[config.mk]
export PLATFORM = sky130hd
export DESIGN_NAME = mmio_responder
export DESIGN_NICKNAME = d
export VERILOG_FILES = /design/src/rtl/mmio_pkg.sv /design/src/rtl/mmio_responder_fifo.sv /design/src/rtl/mmio_responder.sv
export SDC_FILE = /design/constraint.sdc
export NUM_CORES = 1
export LEC_CHECK = 0
export BUFFER_PORTS_ARGS = -buffer_cell sky130_fd_sc_hd__buf_2
export CAP_MARGIN = 25
export CORE_MARGIN = 3
export CORE_UTILIZATION = 55
export CTS_CLUSTER_SIZE = 14
export DETAILED_ROUTE_END_ITERATION = 10
export HOLD_SLACK_MARGIN = 0.02
export PLACE_DENSITY = 0.87
export SETUP_SLACK_MARGIN = 0.5
export SLEW_MARGIN = 20
export SYNTH_ARGS = -nofsm -noshare
export SYNTH_HDL_FRONTEND = slang
export SYNTH_SLANG_ARGS = --single-unit
[constraint.sdc]
create_clock -name clk -period 3 [get_ports clk]
set_clock_uncertainty 0.15 [all_clocks]
set_input_delay 0.45 -clock clk [delete_from_list [all_inputs] [get_ports clk]]
set_output_delay 0.45 -clock clk [all_outputs]
set_load 0.1 [all_outputs]
[src/rtl/mmio_pkg.sv]
// Shared constants for the MMIO responder: register offsets, STATUS/CTRL bit
// positions and the CPU access request bundle.
package mmio_pkg;

  // Register offsets within the 16-word I/O window
  localparam logic [3:0] OFS_TXDATA = 4'd0;
  localparam logic [3:0] OFS_RXDATA = 4'd1;
  localparam logic [3:0] OFS_STATUS = 4'd2;
  localparam logic [3:0] OFS_TIMER  = 4'd3;
  localparam logic [3:0] OFS_TCMP   = 4'd4;
  localparam logic [3:0] OFS_CTRL   = 4'd5;

  // STATUS bit positions (counts are 3-bit fields starting at these bits)
  localparam int ST_RX_EMPTY = 0;
  localparam int ST_RX_FULL  = 1;
  localparam int ST_TX_EMPTY = 2;
  localparam int ST_TX_FULL  = 3;
  localparam int ST_RX_OVF   = 4;
  localparam int ST_TX_OVF   = 5;
  localparam int ST_RX_CNT   = 6;
  localparam int ST_TX_CNT   = 9;

  // CTRL bit positions
  localparam int CT_TMR_EN = 0;
  localparam int CT_IRQ_EN = 1;
  localparam int CT_FLAG   = 2;

  // One CPU data-memory access
  typedef struct packed {
    logic [15:0] addr;
    logic [15:0] wdata;
    logic        we;
    logic        re;
  } mmio_req_t;

endpackage

[src/rtl/mmio_responder_fifo.sv]
// Small synchronous FIFO with registered storage. Push is accepted when not
// full, or when full but a pop happens in the same cycle. Head reads as zero
// when empty so downstream never sees stale bytes.
module sync_fifo #(
  parameter int WIDTH = 8,
  parameter int DEPTH = 4
) (
  input  logic                     clk,
  input  logic                     rst_n,
  input  logic                     push,
  input  logic [WIDTH-1:0]         wdata,
  input  logic                     pop,
  output logic                     full,
  output logic                     empty,
  output logic [$clog2(DEPTH):0]   count,
  output logic [WIDTH-1:0]         head
);
  localparam int AW = $clog2(DEPTH);
  localparam int CW = AW + 1;

  logic [DEPTH-1:0][WIDTH-1:0] mem_q, mem_d;
  logic [AW-1:0]               wr_ptr_q, wr_ptr_d, rd_ptr_q, rd_ptr_d;
  logic [CW-1:0]               cnt_q, cnt_d;
  logic                        do_push, do_pop;

  assign full    = (cnt_q == CW'(DEPTH));
  assign empty   = (cnt_q == '0);
  assign count   = cnt_q;
  assign head    = empty ? '0 : mem_q[rd_ptr_q];
  assign do_pop  = pop && !empty;
  assign do_push = push && (!full || do_pop);

  // Next-state for storage, pointers (wrap by power-of-2 width) and count
  always_comb begin
    mem_d    = mem_q;
    wr_ptr_d = wr_ptr_q;
    rd_ptr_d = rd_ptr_q;
    cnt_d    = cnt_q;
    if (do_push) begin
      mem_d[wr_ptr_q] = wdata;
      wr_ptr_d        = wr_ptr_q + 1'b1;
    end
    if (do_pop) rd_ptr_d = rd_ptr_q + 1'b1;
    case ({do_push, do_pop})
      2'b10:   cnt_d = cnt_q + 1'b1;
      2'b01:   cnt_d = cnt_q - 1'b1;
      default: cnt_d = cnt_q;
    endcase
  end

  // State registers; reset empties the FIFO and drops in-flight data
  always_ff @(posedge clk or negedge rst_n) begin
    if (!rst_n) begin
      mem_q    <= '0;
      wr_ptr_q <= '0;
      rd_ptr_q <= '0;
      cnt_q    <= '0;
    end else begin
      mem_q    <= mem_d;
      wr_ptr_q <= wr_ptr_d;
      rd_ptr_q <= rd_ptr_d;
      cnt_q    <= cnt_d;
    end
  end

endmodule

[src/rtl/mmio_responder.sv]
// MMIO responder: decodes a 16-word window on the CPU data bus, bridges to
// byte-wide TX/RX streams through FIFOs, and hosts a compare timer with irq.
module mmio_responder
  import mmio_pkg::*;
#(
  parameter logic [15:0] BASE_ADDR  = 16'hC000,
  parameter int          FIFO_DEPTH = 4
) (
  input  logic        clk,
  input  logic        rst_n,
  input  logic [15:0] addr,
  input  logic [15:0] wdata,
  input  logic        mm_we,
  input  logic        mm_re,
  output logic [15:0] rdata,
  output logic [7:0]  tx_data,
  output logic        tx_valid,
  input  logic        tx_ready,
  input  logic [7:0]  rx_data,
  input  logic        rx_valid,
  output logic        rx_ready,
  output logic        irq
);
  localparam int CW = $clog2(FIFO_DEPTH) + 1;

  mmio_req_t   req;
  logic        in_win, wr_hit, rd_hit;
  logic [3:0]  ofs;
  logic        tx_push, tx_pop, tx_full, tx_empty;
  logic        rx_push, rx_pop, rx_full, rx_empty;
  logic [CW-1:0] tx_cnt, rx_cnt;
  logic [7:0]  rx_head;
  logic [15:0] status;
  logic        tmr_match, timer_wr;

  logic [15:0] timer_q, timer_d, tcmp_q, tcmp_d;
  logic        tmr_en_q, tmr_en_d, irq_en_q, irq_en_d, tmr_flag_q, tmr_flag_d;
  logic        tx_ovf_q, tx_ovf_d, rx_ovf_q, rx_ovf_d, irq_q, irq_d;

  assign req    = '{addr: addr, wdata: wdata, we: mm_we, re: mm_re};
  assign in_win = (req.addr[15:4] == BASE_ADDR[15:4]);
  assign ofs    = req.addr[3:0];
  assign wr_hit = req.we && in_win;
  assign rd_hit = req.re && in_win;

  // A read that coincides with a write keeps its data but loses its pop
  assign tx_push  = wr_hit && (ofs == OFS_TXDATA);
  assign tx_pop   = tx_valid && tx_ready;
  assign tx_valid = !tx_empty;
  assign rx_push  = rx_valid && !rx_full;
  assign rx_pop   = rd_hit && !req.we && (ofs == OFS_RXDATA);
  assign rx_ready = !rx_full;
  assign irq      = irq_q;

  sync_fifo #(.WIDTH(8), .DEPTH(FIFO_DEPTH)) u_tx_fifo (
    .clk(clk), .rst_n(rst_n), .push(tx_push), .wdata(req.wdata[7:0]), .pop(tx_pop),
    .full(tx_full), .empty(tx_empty), .count(tx_cnt), .head(tx_data)
  );

  sync_fifo #(.WIDTH(8), .DEPTH(FIFO_DEPTH)) u_rx_fifo (
    .clk(clk), .rst_n(rst_n), .push(rx_push), .wdata(rx_data), .pop(rx_pop),
    .full(rx_full), .empty(rx_empty), .count(rx_cnt), .head(rx_head)
  );

  assign timer_wr  = wr_hit && (ofs == OFS_TIMER);
  assign tmr_match = tmr_en_q && (timer_q == tcmp_q);

  // Register-file, timer, sticky-flag and irq next-state; set beats clear
  always_comb begin
    timer_d    = timer_q;
    tcmp_d     = tcmp_q;
    tmr_en_d   = tmr_en_q;
    irq_en_d   = irq_en_q;
    tmr_flag_d = tmr_flag_q;
    tx_ovf_d   = tx_ovf_q;
    rx_ovf_d   = rx_ovf_q;
    if (timer_wr)         timer_d = req.wdata;
    else if (tmr_match)   timer_d = '0;
    else if (tmr_en_q)    timer_d = timer_q + 16'd1;
    if (wr_hit && ofs == OFS_TCMP) tcmp_d = req.wdata;
    if (wr_hit && ofs == OFS_CTRL) begin
      tmr_en_d = req.wdata[CT_TMR_EN];
      irq_en_d = req.wdata[CT_IRQ_EN];
      if (req.wdata[CT_FLAG]) tmr_flag_d = 1'b0;
    end
    if (tmr_match && !timer_wr) tmr_flag_d = 1'b1;
    if (wr_hit && ofs == OFS_STATUS) begin
      tx_ovf_d = 1'b0;
      rx_ovf_d = 1'b0;
    end
    if (tx_push && tx_full && !tx_pop) tx_ovf_d = 1'b1;
    if (rx_valid && rx_full)           rx_ovf_d = 1'b1;
    irq_d = tmr_flag_q & irq_en_q;
  end

  // State registers
  always_ff @(posedge clk or negedge rst_n) begin
    if (!rst_n) begin
      timer_q    <= '0;
      tcmp_q     <= 16'hFFFF;
      tmr_en_q   <= 1'b0;
      irq_en_q   <= 1'b0;
      tmr_flag_q <= 1'b0;
      tx_ovf_q   <= 1'b0;
      rx_ovf_q   <= 1'b0;
      irq_q      <= 1'b0;
    end else begin
      timer_q    <= timer_d;
      tcmp_q     <= tcmp_d;
      tmr_en_q   <= tmr_en_d;
      irq_en_q   <= irq_en_d;
      tmr_flag_q <= tmr_flag_d;
      tx_ovf_q   <= tx_ovf_d;
      rx_ovf_q   <= rx_ovf_d;
      irq_q      <= irq_d;
    end
  end

  assign status = {4'b0, 3'(tx_cnt), 3'(rx_cnt), tx_ovf_q, rx_ovf_q,
                   tx_full, tx_empty, rx_full, rx_empty};

  // Read mux: zero unless an in-window read is active
  always_comb begin
    rdata = '0;
    if (rd_hit) begin
      case (ofs)
        OFS_RXDATA: rdata = {8'h00, rx_head};
        OFS_STATUS: rdata = status;
        OFS_TIMER:  rdata = timer_q;
        OFS_TCMP:   rdata = tcmp_q;
        OFS_CTRL:   rdata = {13'b0, tmr_flag_q, irq_en_q, tmr_en_q};
        default:    rdata = '0;
      endcase
    end
  end

endmodule

==> run metrics <==
Chip Width about 110 um; Data required, critical path 2400 ps; IO Pins 73; row count 37; register area share after synthesis 0.493; Post-synth ARST share 1.00; crit-path max FO 2; TritonRoute pass-1 iters 5; largest net degree at the start of global routing between 60 and 70; Syn. warnings 0; antenna violations before repair 0; DR WL/cell 22.6 um; worst hold path class in2reg; DRC viols 0; met3 wire length 1.47 mm; Unique masters post-synth 45; commonest non-fill, non-tap cell in the layout dfrtp_1; max-slew violation count 0; P&R area growth vs syn 37.1%; crit path DAT 2240 ps; share of layout cells above drive strength 1 0.521; CP Launch Type register; FF+latch area 0.00293 sq mm; Synth Net Count 542; initial detailed-routing violation count around 520; most frequent cells in the layout dfrtp_1 (97), mux2_2 (82), buf_2 (43); Detail Route Antenna Nets 0; via count 4686; setup_tns 0 ps; H-tree depth 4; Yosys reg bits 116; CP Capture Type output pin; Metal-1 WL 6.34 mm; IO buf count 72; endpoints failing hold 0; clock root cell clkbuf_8; total gr overflow 0; top post-synthesis cells by area dfrtp_1 (42%), mux2_2 (16%), dfstp_2 (7.1%), mux4_2 (6.1%), xor2_1 (4.3%); Num CTS Buffers 17; Worst-path clk slew 50 ps; overall power 5.31 mW; Setup Crit Path Kind reg2out; CTS tree done; fmax around 350 MHz; Clock Latency Late Sink 530 ps; die area 0.0121 sq mm; Initial Utilization 0.569; first-pass GRT wire length between 20 and 30 mm; Fillers around 560; Leakage 3.59 nW; Power Density between 600 and 700 mW/mm^2; EDFF count, synth 0; Post-Syn Area per Cell 12.3 sq um; Total Routed Length 17.1 mm; Hold Path Stages 2; Max Root-Sink Buffers 2; GRT Util Overall 0.292; post-synth top area cell dfrtp_1; die height 110 um; highest routed metal layer met4; top_reg_cell synth dfrtp_1; DR WL met2 8.76 mm; Max-Cap Viols 0; reg2reg path depth 12; clock sink count 116; final period utilization 0.945; RSZ-0062 raised after global routing true; top cell type's share of synthesized area 0.422; vias per cell 6.21; antenna cell count 0; area of the multi-input gates 0.00315 sq mm; Placeable Area 0.0104 sq mm; slew at the pin closest to its max-slew limit between 800 and 900 ps; cell area after synthesis 0.00592 sq mm; global placement routability congestion 0.875; final setup fails 0; net total in the final layout between 600 and 700; vias in the first global route 4847; worst vdd ir around 580 uV; cells after synthesis about 480; status finished, final reports clean; Slew HR 0.458; hpwl dp roughly 10 mm; min cycle time layout 2840 ps
==> stage by stage <==
step	setup slack (ps)	instances	util	area, sq um	hold slack, ps
after global placement	289	691	0.672	7000	331
final	164	754	0.780	8130	34.0
after floorplan	235	483	-	6180	4.41
after detailed placement	229	691	0.672	7000	340
after global routing	126	754	0.780	8130	28.4
after CTS	116	745	0.764	7960	20.7
==> area by class of cell <==
type,count,area share
inverters,14,0.00693
clock buffers,18,0.0527
repair buffers,123,0.155
flip-flops and latches,116,0.360
multi-input cells,333,0.388
clock inverters,14,0.0159
well taps,136,0.0209
==> worst max-delay path, stage by stage, from the launching register on <==
cell      delay, ps
dfrtp_2         410
mux4_2          530
a222oi_1        440
a21oi_4         140
buf_12          190
==> what timing repair did <==
| action | CTS | global route |
|---|---|---|
| hold endpoints to repair | 61 | 0 |
| endpoints found under the setup margin | 26 | 27 |
| buffers inserted | 14 | 9 |
| pin swaps | 12 | 15 |
| hold buffers | 7 | 0 |
| cloned | 1 | 0 |
| resized for setup | 48 | 23 |
==> cells by family after synthesis <==
group                      share of synthesized area
muxes                                          0.220
buffers and inverters                         0.0224
adders and majority gates                     0.0300
DFF                                            0.493
xor gates and xnor gates                      0.0621
AOI/OAI and AO/OA                             0.0585
and+or+nand+nor                                0.114
==> power breakdown <==
group | total, mW | switching [mW] | internal, mW
logic | 1.30 | 0.614 | 0.683
clock network | 1.89 | 0.765 | 1.13
registers | 2.13 | 0.251 | 1.88
total | 5.31 | 1.63 | 3.68
==> Yosys cell counts (2+ instances only) <==
library cell	count
a21oi_1	6
a222oi_1	12
a22o_1	2
a22oi_1	4
a31oi_1	3
and2_1	14
and3_1	3
clkbuf_1	17
dfrtp_1	100
dfstp_2	16
fa_1	2
ha_1	11
inv_1	14
mux2_2	82
mux2i_1	2
mux4_2	16
nand2_1	44
nand2_2	4
nand2b_1	4
nand3_1	2
nand3b_1	2
nand4_1	7
nand4b_1	2
nor2_1	18
nor3_1	8
nor4_1	10
nor4b_1	2
o21ai_0	19
xnor2_1	13
xor2_1	29
==> flip-flops by register name, summed over array words and instances (netlist names), 3 cells and up <==
| register | cells |
|---|---|
| u_rx_fifo.mem_q | 32 |
| u_tx_fifo.mem_q | 32 |
| tcmp_q | 16 |
| timer_q | 16 |
| u_tx_fifo.count | 3 |
| u_rx_fifo.count | 3 |
==> routing by layer <==
layer / global-route usage / vias to the layer above
met4: 0.115 / 0
met1: 0.371 / 2342
li1: - / 2002
met2: 0.479 / 285
met3: 0.0746 / 57
met5: 0 / -
==> final timing paths <==
check / startpoint / to / slack, ps
max: u_rx_fifo.rd_ptr_q[0] / rdata[3] / 160
min: wdata[11] / tcmp_q[11] / 30
max reg2reg: u_rx_fifo.count[0] / u_rx_fifo.count[2] / 520
min reg2reg: u_rx_fifo.mem_q[22] / u_rx_fifo.mem_q[22] / 350
max in group asynchronous: rst_n / tcmp_q[1] / 1470
min in group asynchronous: rst_n / u_rx_fifo.mem_q[31] / 390
Power figures use the tool's default switching activity.
